## src/rtl/iic_init_seq_if.sv

```systemverilog
// Command/response link between the init sequencer (master side) and the IIC
// byte-transaction engine (slave side).
interface iic_init_seq_if;
  logic       send;
  logic       wr;
  logic [6:0] slv_addr;
  logic [7:0] reg_addr;
  logic [7:0] data;
  logic       busy;
  logic [7:0] rd_data;

  modport master (output send, wr, slv_addr, reg_addr, data, input busy, rd_data);
  modport slave  (input send, wr, slv_addr, reg_addr, data, output busy, rd_data);
endinterface

```

## src/rtl/iic_init_seq.sv

```systemverilog
// Table-driven IIC register-initialisation sequencer: one write per ROM entry.
// Optional readback verification of every write: define IIC_INIT_READBACK_EN.
module iic_init_seq #(
  parameter int         AW         = 6,
  parameter logic [6:0] SLV_ADDR   = 7'h3C,
  parameter int         PWR_DLY    = 1000,
  parameter bit         AUTO_START = 1'b1,
  parameter int         GAP_CYC    = 250,
  parameter int         DLY_UNIT   = 5000,
  parameter int         BUSY_TO    = 64
) (
  input  logic           clk_i,
  input  logic           rst_i,
  input  logic           start_i,
  output logic [AW-1:0]  tbl_addr_o,
  input  logic [15:0]    tbl_data_i,
  iic_init_seq_if.master iic,
  output logic           busy_o,
  output logic           done_o,
  output logic           err_o,
  output logic [AW-1:0]  err_idx_o
);

  localparam logic [31:0] PWR_LAST   = 32'(PWR_DLY - 1);
  localparam logic [31:0] GAP_LAST   = 32'(GAP_CYC - 1);
  localparam logic [31:0] BUSY_LAST  = 32'(BUSY_TO - 1);
  localparam logic [31:0] DLY_UNIT_W = 32'(DLY_UNIT);

  typedef enum logic [3:0] {
    S_PWR_WAIT, S_IDLE, S_FETCH, S_LATCH, S_SEND, S_WAIT_BUSY, S_WAIT_DONE,
`ifdef IIC_INIT_READBACK_EN
    S_RB_SEND, S_RB_WAIT_BUSY, S_RB_WAIT_DONE, S_CHECK,
`endif
    S_GAP, S_DELAY, S_NEXT, S_DONE, S_ERROR
  } state_t;

  state_t        state, state_next;
  logic [AW-1:0] idx;
  logic [31:0]   cnt;
  logic [31:0]   dly_prod;
  logic          tbl_end, tbl_dly, cnt_run;

  assign tbl_end    = (tbl_data_i == 16'hFFFF);
  assign tbl_dly    = (tbl_data_i[15:8] == 8'hFE);
  assign dly_prod   = 32'(tbl_data_i[7:0]) * DLY_UNIT_W;
  assign tbl_addr_o = idx;
  assign busy_o     = !(state == S_PWR_WAIT || state == S_IDLE);

`ifdef IIC_INIT_READBACK_EN
  assign iic.send = (state == S_SEND) || (state == S_RB_SEND);
  assign cnt_run  = (state == S_PWR_WAIT) || (state == S_WAIT_BUSY) ||
                    (state == S_RB_WAIT_BUSY) || (state == S_GAP);
`else
  assign iic.send = (state == S_SEND);
  assign cnt_run  = (state == S_PWR_WAIT) || (state == S_WAIT_BUSY) || (state == S_GAP);
`endif

  // NOTE: clocked blocks use non-blocking assignments so every flop samples pre-edge values.
  always_ff @(posedge clk_i or posedge rst_i) begin
    if (rst_i) state <= S_PWR_WAIT;
    else       state <= state_next;
  end

  always_comb begin
    // NOTE: default first, so no branch leaves state_next unassigned and no latch is inferred.
    state_next = state;
    unique case (state)
      S_PWR_WAIT: begin
        if (start_i)              state_next = S_FETCH;
        else if (cnt >= PWR_LAST) state_next = AUTO_START ? S_FETCH : S_IDLE;
      end
      S_IDLE:      if (start_i) state_next = S_FETCH;
      S_FETCH:     state_next = S_LATCH;
      S_LATCH: begin
        if (tbl_end)      state_next = S_DONE;
        else if (tbl_dly) state_next = (dly_prod == '0) ? S_NEXT : S_DELAY;
        else              state_next = S_SEND;
      end
      S_SEND:      state_next = S_WAIT_BUSY;
      S_WAIT_BUSY: begin
        if (iic.busy)              state_next = S_WAIT_DONE;
        else if (cnt >= BUSY_LAST) state_next = S_ERROR;
      end
`ifdef IIC_INIT_READBACK_EN
      S_WAIT_DONE:    if (!iic.busy) state_next = S_RB_SEND;
      S_RB_SEND:      state_next = S_RB_WAIT_BUSY;
      S_RB_WAIT_BUSY: begin
        if (iic.busy)              state_next = S_RB_WAIT_DONE;
        else if (cnt >= BUSY_LAST) state_next = S_ERROR;
      end
      S_RB_WAIT_DONE: if (!iic.busy) state_next = S_CHECK;
      S_CHECK:        state_next = (iic.rd_data != iic.data) ? S_ERROR : S_GAP;
`else
      S_WAIT_DONE:    if (!iic.busy) state_next = S_GAP;
`endif
      S_GAP:       if (cnt >= GAP_LAST) state_next = S_NEXT;
      S_DELAY:     if (cnt <= 32'd1) state_next = S_NEXT;
      // The last table slot ends the run instead of wrapping back to entry 0.
      S_NEXT:      state_next = (idx == '1) ? S_DONE : S_FETCH;
      S_DONE:      state_next = S_IDLE;
      S_ERROR:     state_next = S_IDLE;
      default:     state_next = S_PWR_WAIT;
    endcase
  end

  always_ff @(posedge clk_i or posedge rst_i) begin
    if (rst_i) begin
      idx          <= '0;
      cnt          <= '0;
      iic.wr       <= 1'b1;
      iic.slv_addr <= SLV_ADDR;
      iic.reg_addr <= '0;
      iic.data     <= '0;
      done_o       <= 1'b0;
      err_o        <= 1'b0;
      err_idx_o    <= '0;
    end else begin
      // One shared counter: cleared on every state change, loaded for delays.
      if (state_next != state) cnt <= (state_next == S_DELAY) ? dly_prod : '0;
      else if (state == S_DELAY) cnt <= cnt - 32'd1;
      else if (cnt_run) cnt <= cnt + 32'd1;

      if (start_i && !busy_o) begin
        idx       <= '0;
        done_o    <= 1'b0;
        err_o     <= 1'b0;
        err_idx_o <= '0;
      end

      if (state == S_LATCH && !tbl_end && !tbl_dly) begin
        iic.wr       <= 1'b1;
        iic.reg_addr <= tbl_data_i[15:8];
        iic.data     <= tbl_data_i[7:0];
      end
`ifdef IIC_INIT_READBACK_EN
      if (state == S_WAIT_DONE && !iic.busy) iic.wr <= 1'b0;
`endif
      if (state == S_NEXT && idx != '1) idx <= idx + 1'b1;
      if (state == S_DONE) done_o <= 1'b1;
      if (state == S_ERROR) begin
        err_o     <= 1'b1;
        err_idx_o <= idx;
      end
    end
  end

endmodule

```

## src/flat_wrapper.sv

```systemverilog
// flat-port wrapper written by rule: the top's interface ports become plain ports
module iic_init_seq_flat 
#(
  parameter int         AW         = 6,
  parameter logic [6:0] SLV_ADDR   = 7'h3C,
  parameter int         PWR_DLY    = 1000,
  parameter bit         AUTO_START = 1'b1,
  parameter int         GAP_CYC    = 250,
  parameter int         DLY_UNIT   = 5000,
  parameter int         BUSY_TO    = 64
)
  (clk_i, rst_i, start_i, tbl_addr_o, tbl_data_i, busy_o, done_o, err_o, err_idx_o, iic_send, iic_wr, iic_slv_addr, iic_reg_addr, iic_data, iic_busy, iic_rd_data);
  iic_init_seq_if iic_i ();
  input  logic clk_i;
  input  logic rst_i;
  input  logic start_i;
  output logic [AW-1:0] tbl_addr_o;
  input  logic [15:0] tbl_data_i;
  output logic busy_o;
  output logic done_o;
  output logic err_o;
  output logic [AW-1:0] err_idx_o;
  output wire logic [$bits(iic_i.send)-1:0] iic_send;
  output wire logic [$bits(iic_i.wr)-1:0] iic_wr;
  output wire logic [$bits(iic_i.slv_addr)-1:0] iic_slv_addr;
  output wire logic [$bits(iic_i.reg_addr)-1:0] iic_reg_addr;
  output wire logic [$bits(iic_i.data)-1:0] iic_data;
  input wire logic [$bits(iic_i.busy)-1:0] iic_busy;
  input wire logic [$bits(iic_i.rd_data)-1:0] iic_rd_data;
  assign iic_send = iic_i.send;
  assign iic_wr = iic_i.wr;
  assign iic_slv_addr = iic_i.slv_addr;
  assign iic_reg_addr = iic_i.reg_addr;
  assign iic_data = iic_i.data;
  assign iic_i.busy = iic_busy;
  assign iic_i.rd_data = iic_rd_data;
  iic_init_seq #(.AW(AW), .SLV_ADDR(SLV_ADDR), .PWR_DLY(PWR_DLY), .AUTO_START(AUTO_START), .GAP_CYC(GAP_CYC), .DLY_UNIT(DLY_UNIT), .BUSY_TO(BUSY_TO)) u_core (.clk_i(clk_i), .rst_i(rst_i), .start_i(start_i), .tbl_addr_o(tbl_addr_o), .tbl_data_i(tbl_data_i), .iic(iic_i), .busy_o(busy_o), .done_o(done_o), .err_o(err_o), .err_idx_o(err_idx_o));
endmodule
```

## config.mk

```make
export PLATFORM = sky130hd
export DESIGN_NAME = iic_init_seq_flat
export DESIGN_NICKNAME = d
export VERILOG_FILES = /design/src/rtl/iic_init_seq_if.sv /design/src/rtl/iic_init_seq.sv /design/src/flat_wrapper.sv
export SDC_FILE = /design/constraint.sdc
export NUM_CORES = 1
export LEC_CHECK = 0
export ABC_AREA = 1
export BUFFER_PORTS_ARGS = -buffer_cell sky130_fd_sc_hd__buf_2
export CELL_PAD_IN_SITES_DETAIL_PLACEMENT = 1
export CELL_PAD_IN_SITES_GLOBAL_PLACEMENT = 2
export CORE_ASPECT_RATIO = 0.5
export CORE_MARGIN = 5
export CORE_UTILIZATION = 36
export DETAILED_ROUTE_END_ITERATION = 12
export PLACE_DENSITY_LB_ADDON = 0.1
export SLEW_MARGIN = 0
export SYNTH_ARGS = -nofsm -noshare
export SYNTH_HDL_FRONTEND = slang
export SYNTH_SLANG_ARGS = --single-unit
```

## constraint.sdc

```tcl
create_clock -name clk_i -period 3.5 [get_ports clk_i]
set_input_delay 0.525 -clock clk_i [delete_from_list [all_inputs] [get_ports clk_i]]
set_output_delay 0.525 -clock clk_i [all_outputs]
set_load 0.1 [all_outputs]
```

-- Yosys cells after proc, flatten, opt, wreduce, memory -nomap -nowiden
Index checks and enable logic that the tools add are counted.
- bits of input ports: 28
- register bits after elaboration: 66
- output and inout port bits: 40
- reductions and logical operators: 17
- add/sub/neg operators: 3
- $mul: 1
- magnitude comparators: 4
- mux-type cells: 23
- equal/unequal tests: 17
- operator list (cell ; count):
    2-to-1 mux 32 bit ; 3
    2-to-1 mux 4 bit ; 11
    one-hot mux 4 bit (11 select lines) ; 1
    adder 32 x 1 -> 32 bit (second input constant) ; 1
    >= comparator 32 x 10 -> 1 bit (second input constant) ; 1
    >= comparator 32 x 6 -> 1 bit (second input constant) ; 1
    >= comparator 32 x 8 -> 1 bit (second input constant) ; 1
    <= comparator 32 x 1 -> 1 bit (second input constant) ; 1
    zero test 32 bit ; 1
    subtractor 32 x 1 -> 32 bit (second input constant) ; 1
    2-to-1 mux 21 bit ; 1
    equality test 4 bit (second input constant) ; 5
    multiplier 8 x 10 -> 18 bit (second input constant) ; 1
    2-to-1 mux 6 bit ; 3
    equality test 16 bit (second input constant) ; 1
    equality test 4 x 3 -> 1 bit (second input constant) ; 4
    equality test 4 x 2 -> 1 bit (second input constant) ; 2
    equality test 8 bit (second input constant) ; 1
    adder 6 x 1 -> 6 bit (second input constant) ; 1
    equality test 6 bit (second input constant) ; 1
    != test 6 bit (second input constant) ; 1
    nonzero test 2 bit ; 3
    equality test 4 x 1 -> 1 bit (second input constant) ; 1
    logical AND 1 bit ; 4
    other kinds (7) ; 14

-- Longest topological paths before layout
- depth in word-level cells: 9
- gate-level depth with buffers: 27
- depth with buffers taken out: 26

-- Least setup slack after synthesis
No wires, ideal clock.
- kind: input to register
- from: input port tbl_data_i[5]
- to: register u_core.cnt[3]
- buffers on the path: 1
- setup time: 0.117 ns
- arrival time: 4.131 ns
- data required time: 3.383 ns
- stages on the path: 22
- slack: -0.748 ns
- cells stage by stage: fa_1 fa_1 ha_1 inv_1 fa_1 inv_1 ha_1 a21oi_1 nor2_1 nor2_1 nand2_1 nand2_1 nand2_1 nor2_1 nand3_1 nand2_1 nand2_1 nand2_2 buf_2 nand3_1 nand2_1 nand2_1
- word-level cells in the longest chain between the ends: 9
- ends and longest elaborated chain (element ; line ; text):
    start, declared ; flat_wrapper.sv:18 ; input logic [15:0] tbl_data_i;
    multiplier 8 x 10 -> 18 bit ; iic_init_seq.sv:45 ; assign dly_prod = 32'(tbl_data_i[7:0]) * DLY_UNIT_W;
    zero test 32 bit ; iic_init_seq.sv:76 ; else if (tbl_dly) state_next = (dly_prod == '0) ? S_NEXT : S_DELAY;
    2-to-1 mux 1 bit ; iic_init_seq.sv:76 ;
    2-to-1 mux 4 bit ; iic_init_seq.sv:76 ;
    2-to-1 mux 4 bit (*) ; iic_init_seq.sv:75 ; if (tbl_end) state_next = S_DONE;
    one-hot mux 4 bit (11 select lines) (*) ; iic_init_seq.sv:67 ; unique case (state)
    named net u_core.state_next[0] ; iic_init_seq.sv:37 ; state_t state, state_next;
    equality test 4 bit ; iic_init_seq.sv:119 ; if (state_next != state) cnt <= (state_next == S_DELAY) ? dly_prod : '0;
    2-to-1 mux 21 bit ; iic_init_seq.sv:119 ;
    2-to-1 mux 32 bit ; iic_init_seq.sv:119 ;
    end signal, assigned ; iic_init_seq.sv:119 ;
    end signal, assigned ; iic_init_seq.sv:120 ; else if (state == S_DELAY) cnt <= cnt - 32'd1;
    end signal, assigned ; iic_init_seq.sv:121 ; else if (cnt_run) cnt <= cnt + 32'd1;
    end, declared ; iic_init_seq.sv:39 ; logic [31:0] cnt;
Mark *: on every way through the listed nets, which the timed path passes. The rest lies on a longest branch.
A chain may end at the register's enable or synchronous reset.

-- Worst setup path in the final report
- from: input port tbl_data_i[3]
- to: register u_core.cnt[19]
Same word-level chain as after synthesis.

==> Flow_metrics.wiki <==
{| class="wikitable"
! Metric !! Value
|-
| Run status || complete, but fails checks
|-
| Violated checks || negative setup slack
|-
| Final critical-path setup slack || -561 ps
|-
| Clk sink count || 66
|-
| Layout-stage area growth over the synthesis result || 23.1%
|-
| CTS tree || built
|-
| Count of pins on the block boundary || 68
|-
| Normalized max-slew margin || 0.649
|-
| Most frequently used flop master after synthesis || sky130_fd_sc_hd__dfrtp_1
|-
| Total design power || 0.00677 W
|-
| Final #Nets || 1144
|-
| Mean number of vias per cell || 4.97
|-
| Largest fanout of any net on the critical path || 20
|-
| Maximum operating frequency || 246 MHz
|-
| Via count of the first global-routing pass || 6854
|-
| Largest area contributor in the synthesized netlist || sky130_fd_sc_hd__dfrtp_1
|-
| Count of vias placed by the detailed router || 6445
|-
| Effective utilization at floorplan || 0.364
|-
| DRC violation count after routing || 0
|-
| Count of H-tree levels built during CTS || 3
|-
| Number of max-capacitance violations reported || 0
|-
| Die height || 103 µm
|-
| Leakage power || 4.11 nW
|-
| Timing endpoint of the critical path || u_core.cnt[19]
|-
| Sequential cell area fraction in the yosys report || 0.263
|-
| N_diodes || 0
|-
| Worst Path Required || 3770 ps
|-
| Launch point of the critical path || tbl_data_i[3]
|-
| Unrepaired setup endpoints after global routing || yes
|-
| Grt total ovfl || 0
|-
| Nature of the critical path startpoint || primary input
|-
| R2r startpoint || u_core.cnt[12]
|-
| Fraction of synthesized cell area taken by the top area cell type || 0.263
|-
| Endpoint of the worst-slack reg-to-reg timing path || u_core.cnt[19]
|-
| Worst EP arrival || 4340 ps
|-
| Register bit count reported by yosys || 66
|-
| HP Class || primary input to asynchronous set/reset pin
|-
| Final count of negative-setup-slack endpoints || 33
|-
| Final Hold Violating Endpoints || 0
|-
| Setup TNS || -16420 ps
|-
| Maximum number of buffers from clock root to sink || 2
|-
| Buffer type at the clock tree root || sky130_fd_sc_hd__clkbuf_16
|-
| Largest net degree at the start of global routing || 67
|-
| Number of antenna violations at the first check in global routing || 0
|-
| Number of synthesized flops with an enable pin || 0
|-
| Clock skew || 8.01 ps
|-
| Yosys cell types || 46
|-
| Area of the mapped netlist || 0.00627 mm²
|-
| Input/output buffers || 51
|-
| Period utilization || 1.16
|-
| Average cell area after synthesis || 6.49 µm²
|-
| Register-to-register path setup slack || 880 ps
|-
| Count of routing violations after the opening detailed-route iteration || 216
|-
| Fraction of final layout cells sized beyond drive strength 1 || 0.193
|-
| Async set-reset flop share out of synthesis || 1.00
|-
| Nature of the critical path endpoint || flop
|-
| Number of nets with antenna violations after routing || 0
|-
| GR Util All Layers || 0.212
|-
| Wire length of the first global-routing pass || 34800 µm
|-
| Final worst hold slack || 255 ps
|-
| Time the final worst path needs with I/O delays and setup || 4060 ps
|-
| Number of buffers created by CTS || 9
|-
| Maximum vdd ir drop || 0.540 mV
|-
| Routability congestion estimate from global placement || 0.822
|-
| Total Wirelength || 20700 µm
|-
| Power Density || 877 mW/mm²
|-
| Logic depth of the worst register-to-register path || 14
|-
| DIE AREA || 0.0203 mm²
|-
| Synth area leaders || sky130_fd_sc_hd__dfrtp_1 (26%), sky130_fd_sc_hd__nand2_1 (16%), sky130_fd_sc_hd__ha_1 (9.0%)
|-
| Half-perimeter wire length of the detailed placement result || 16000 µm
|-
| Routed length per instance || 16.0 µm
|-
| Detailed Routing Iterations Pass 1 || 4
|-
| Mapped Cells || 966
|-
| Die width || 197 µm
|-
| Core Box Area || 0.0172 mm²
|-
| Crit path kind || primary input to flop
|-
| Final Max Tran Viols || 0
|-
| Count of warnings emitted by yosys || 7
|-
| Clk Latency, worst-skew pair || 340 ps
|-
| Number of standard-cell rows in the floorplan || 34
|-
| Worst Tran Pin Value || 531 ps
|-
| Clk pin slew, worst setup/hold paths || 60 ps
|}
## routing by layer
| metal | up-vias | track usage | share of wire |
|---|---|---|---|
| met5 | - | 0 | 0 |
| met4 | 0 | 0.0367 | 0.0067 |
| met3 | 12 | 0.0492 | 0.044 |
| met2 | 88 | 0.349 | 0.44 |
| met1 | 3092 | 0.292 | 0.51 |
| li1 | 3253 | - | - |
## state kept, by name, indices dropped and copies added (netlist names)
register	flops
u_core.done_o	1
u_core.state	4
u_core.err_o	1
u_core.err_idx_o	6
u_core.iic.reg_addr	8
u_core.iic.data	8
u_core.tbl_addr_o	6
u_core.cnt	32
## synthesized netlist by cell type, types with 2 or more instances
master and n:
sky130_fd_sc_hd__nor2_2 5, sky130_fd_sc_hd__dfrtp_1 66, sky130_fd_sc_hd__nor2_1 133, sky130_fd_sc_hd__nand4_1 33, sky130_fd_sc_hd__ha_1 45, sky130_fd_sc_hd__o21bai_1 3
sky130_fd_sc_hd__fa_1 12, sky130_fd_sc_hd__nand3_1 87, sky130_fd_sc_hd__nand2_2 6, sky130_fd_sc_hd__xor2_1 10, sky130_fd_sc_hd__a21oi_1 31, sky130_fd_sc_hd__buf_4 11
sky130_fd_sc_hd__inv_1 124, sky130_fd_sc_hd__nor3_1 10, sky130_fd_sc_hd__clkbuf_1 12, sky130_fd_sc_hd__nor2_4 5, sky130_fd_sc_hd__o22ai_1 5, sky130_fd_sc_hd__inv_2 4
sky130_fd_sc_hd__nand3b_1 4, sky130_fd_sc_hd__buf_6 3, sky130_fd_sc_hd__o21a_1 2, sky130_fd_sc_hd__buf_2 10, sky130_fd_sc_hd__or2_2 3, sky130_fd_sc_hd__o21ai_0 46
sky130_fd_sc_hd__nand2_1 274, sky130_fd_sc_hd__conb_1 2
## layout make-up
| type | count | area [µm²] |
|---|---|---|
| clock buffer | 12 | 267 |
| clock inverter | 4 | 72.6 |
| fill | 2259 | 9510 |
| inverter | 129 | 488 |
| multi-input combinational | 740 | 4150 |
| sequential | 66 | 1650 |
| tap | 234 | 293 |
| timing repair buffer | 113 | 797 |
## per-stage QoR
step           utilization  setup WS (ps)  instances  area, µm²
5_1_grt              0.448           -803       1298       7720
4_1_cts              0.444           -574       1298       7650
2_1_floorplan            -           -478        972       6360
6_report             0.448           -561       1298       7720
3_5_place_dp         0.417          -1070       1279       7190
3_3_place_gp         0.417           -952       1279       7190
## cells by family after synthesis
logic type,after synthesis,synth area share
fa+ha+maj,57,0.128
compound gates,95,0.0836
simple gates,569,0.397
other cells,2,0.00120
flops,66,0.263
buf+inv,166,0.112
xor+xnor,11,0.0154
## placed cells by master, fill, tap and decap left out, drive strengths merged
| cell type | n |
|---|---|
| nand2 | 281 |
| nor2 | 144 |
| inv | 127 |
| buf | 113 |
| nand3 | 88 |
| dfrtp | 66 |
| o21ai | 46 |
| ha | 45 |
| nand4 | 34 |
| a21oi | 31 |
| fa | 12 |
| clkbuf | 12 |
| nor3 | 11 |
| xor2 | 10 |
| conb | 8 |
| o22ai | 5 |
| nand3b | 4 |
| o21bai | 3 |
| or2 | 3 |
| o21a | 2 |
| clkinvlp | 2 |
| bufinv | 2 |
| clkinv | 2 |
| o32ai | 1 |
| a211oi | 1 |
| o2111ai | 1 |
| o31ai | 1 |
| a22o | 1 |
| nor4 | 1 |
| o41ai | 1 |
| nor3b | 1 |
| and2 | 1 |
| o211ai | 1 |
| xnor2 | 1 |
| a21o | 1 |
| or3 | 1 |
## worst max-delay path, cell delays in order
cell and delay [ps]:
sky130_fd_sc_hd__buf_4 100, sky130_fd_sc_hd__clkinvlp_4 100, sky130_fd_sc_hd__ha_4 280, sky130_fd_sc_hd__ha_4 200, sky130_fd_sc_hd__fa_1 460, sky130_fd_sc_hd__fa_1 580
sky130_fd_sc_hd__inv_2 60, sky130_fd_sc_hd__fa_2 570, sky130_fd_sc_hd__inv_2 40, sky130_fd_sc_hd__nor2_2 80, sky130_fd_sc_hd__nand3_1 100, sky130_fd_sc_hd__nor2_2 170
sky130_fd_sc_hd__nand3_1 80, sky130_fd_sc_hd__nor2_1 120, sky130_fd_sc_hd__nand3_2 120, sky130_fd_sc_hd__nand2_2 110, sky130_fd_sc_hd__nand2_2 70, sky130_fd_sc_hd__nand2_4 120
sky130_fd_sc_hd__buf_6 190, sky130_fd_sc_hd__nand4_1 140, sky130_fd_sc_hd__nand3_2 110
## worst min path at each step
stage | startpoint | endpoint | slack, ps | cells after the start
final | rst_i | u_core.err_idx_o[5] | 250 | 3
after global routing | rst_i | u_core.iic.reg_addr[6] | 290 | 3
after CTS | rst_i | u_core.err_idx_o[5] | 270 | 3
after detailed placement | u_core.err_o | u_core.err_o | 450 | 2
after global placement | u_core.err_o | u_core.err_o | 450 | 2
after floorplan | u_core.cnt[7] | u_core.cnt[7] | 560 | 2
## where the power goes
part	internal [W]	total [W]	leakage, nW	switching, W
logic	0.00136	0.00459	3.06	0.00323
registers	0.000937	0.00113	0.889	0.000191
clock network	0.000681	0.00105	0.165	0.000367
total	0.00298	0.00677	4.11	0.00379
## timing repair
item / in CTS / in global routing
resized for setup: 25 / 18
buffers inserted: 3 / 0
hold buffers: 0 / 0
endpoints found under the setup margin: 33 / 33
pin swaps: 4 / 3
endpoints found under the hold margin: 0 / 0
No activity file was read; power rests on OpenSTA's default activity.
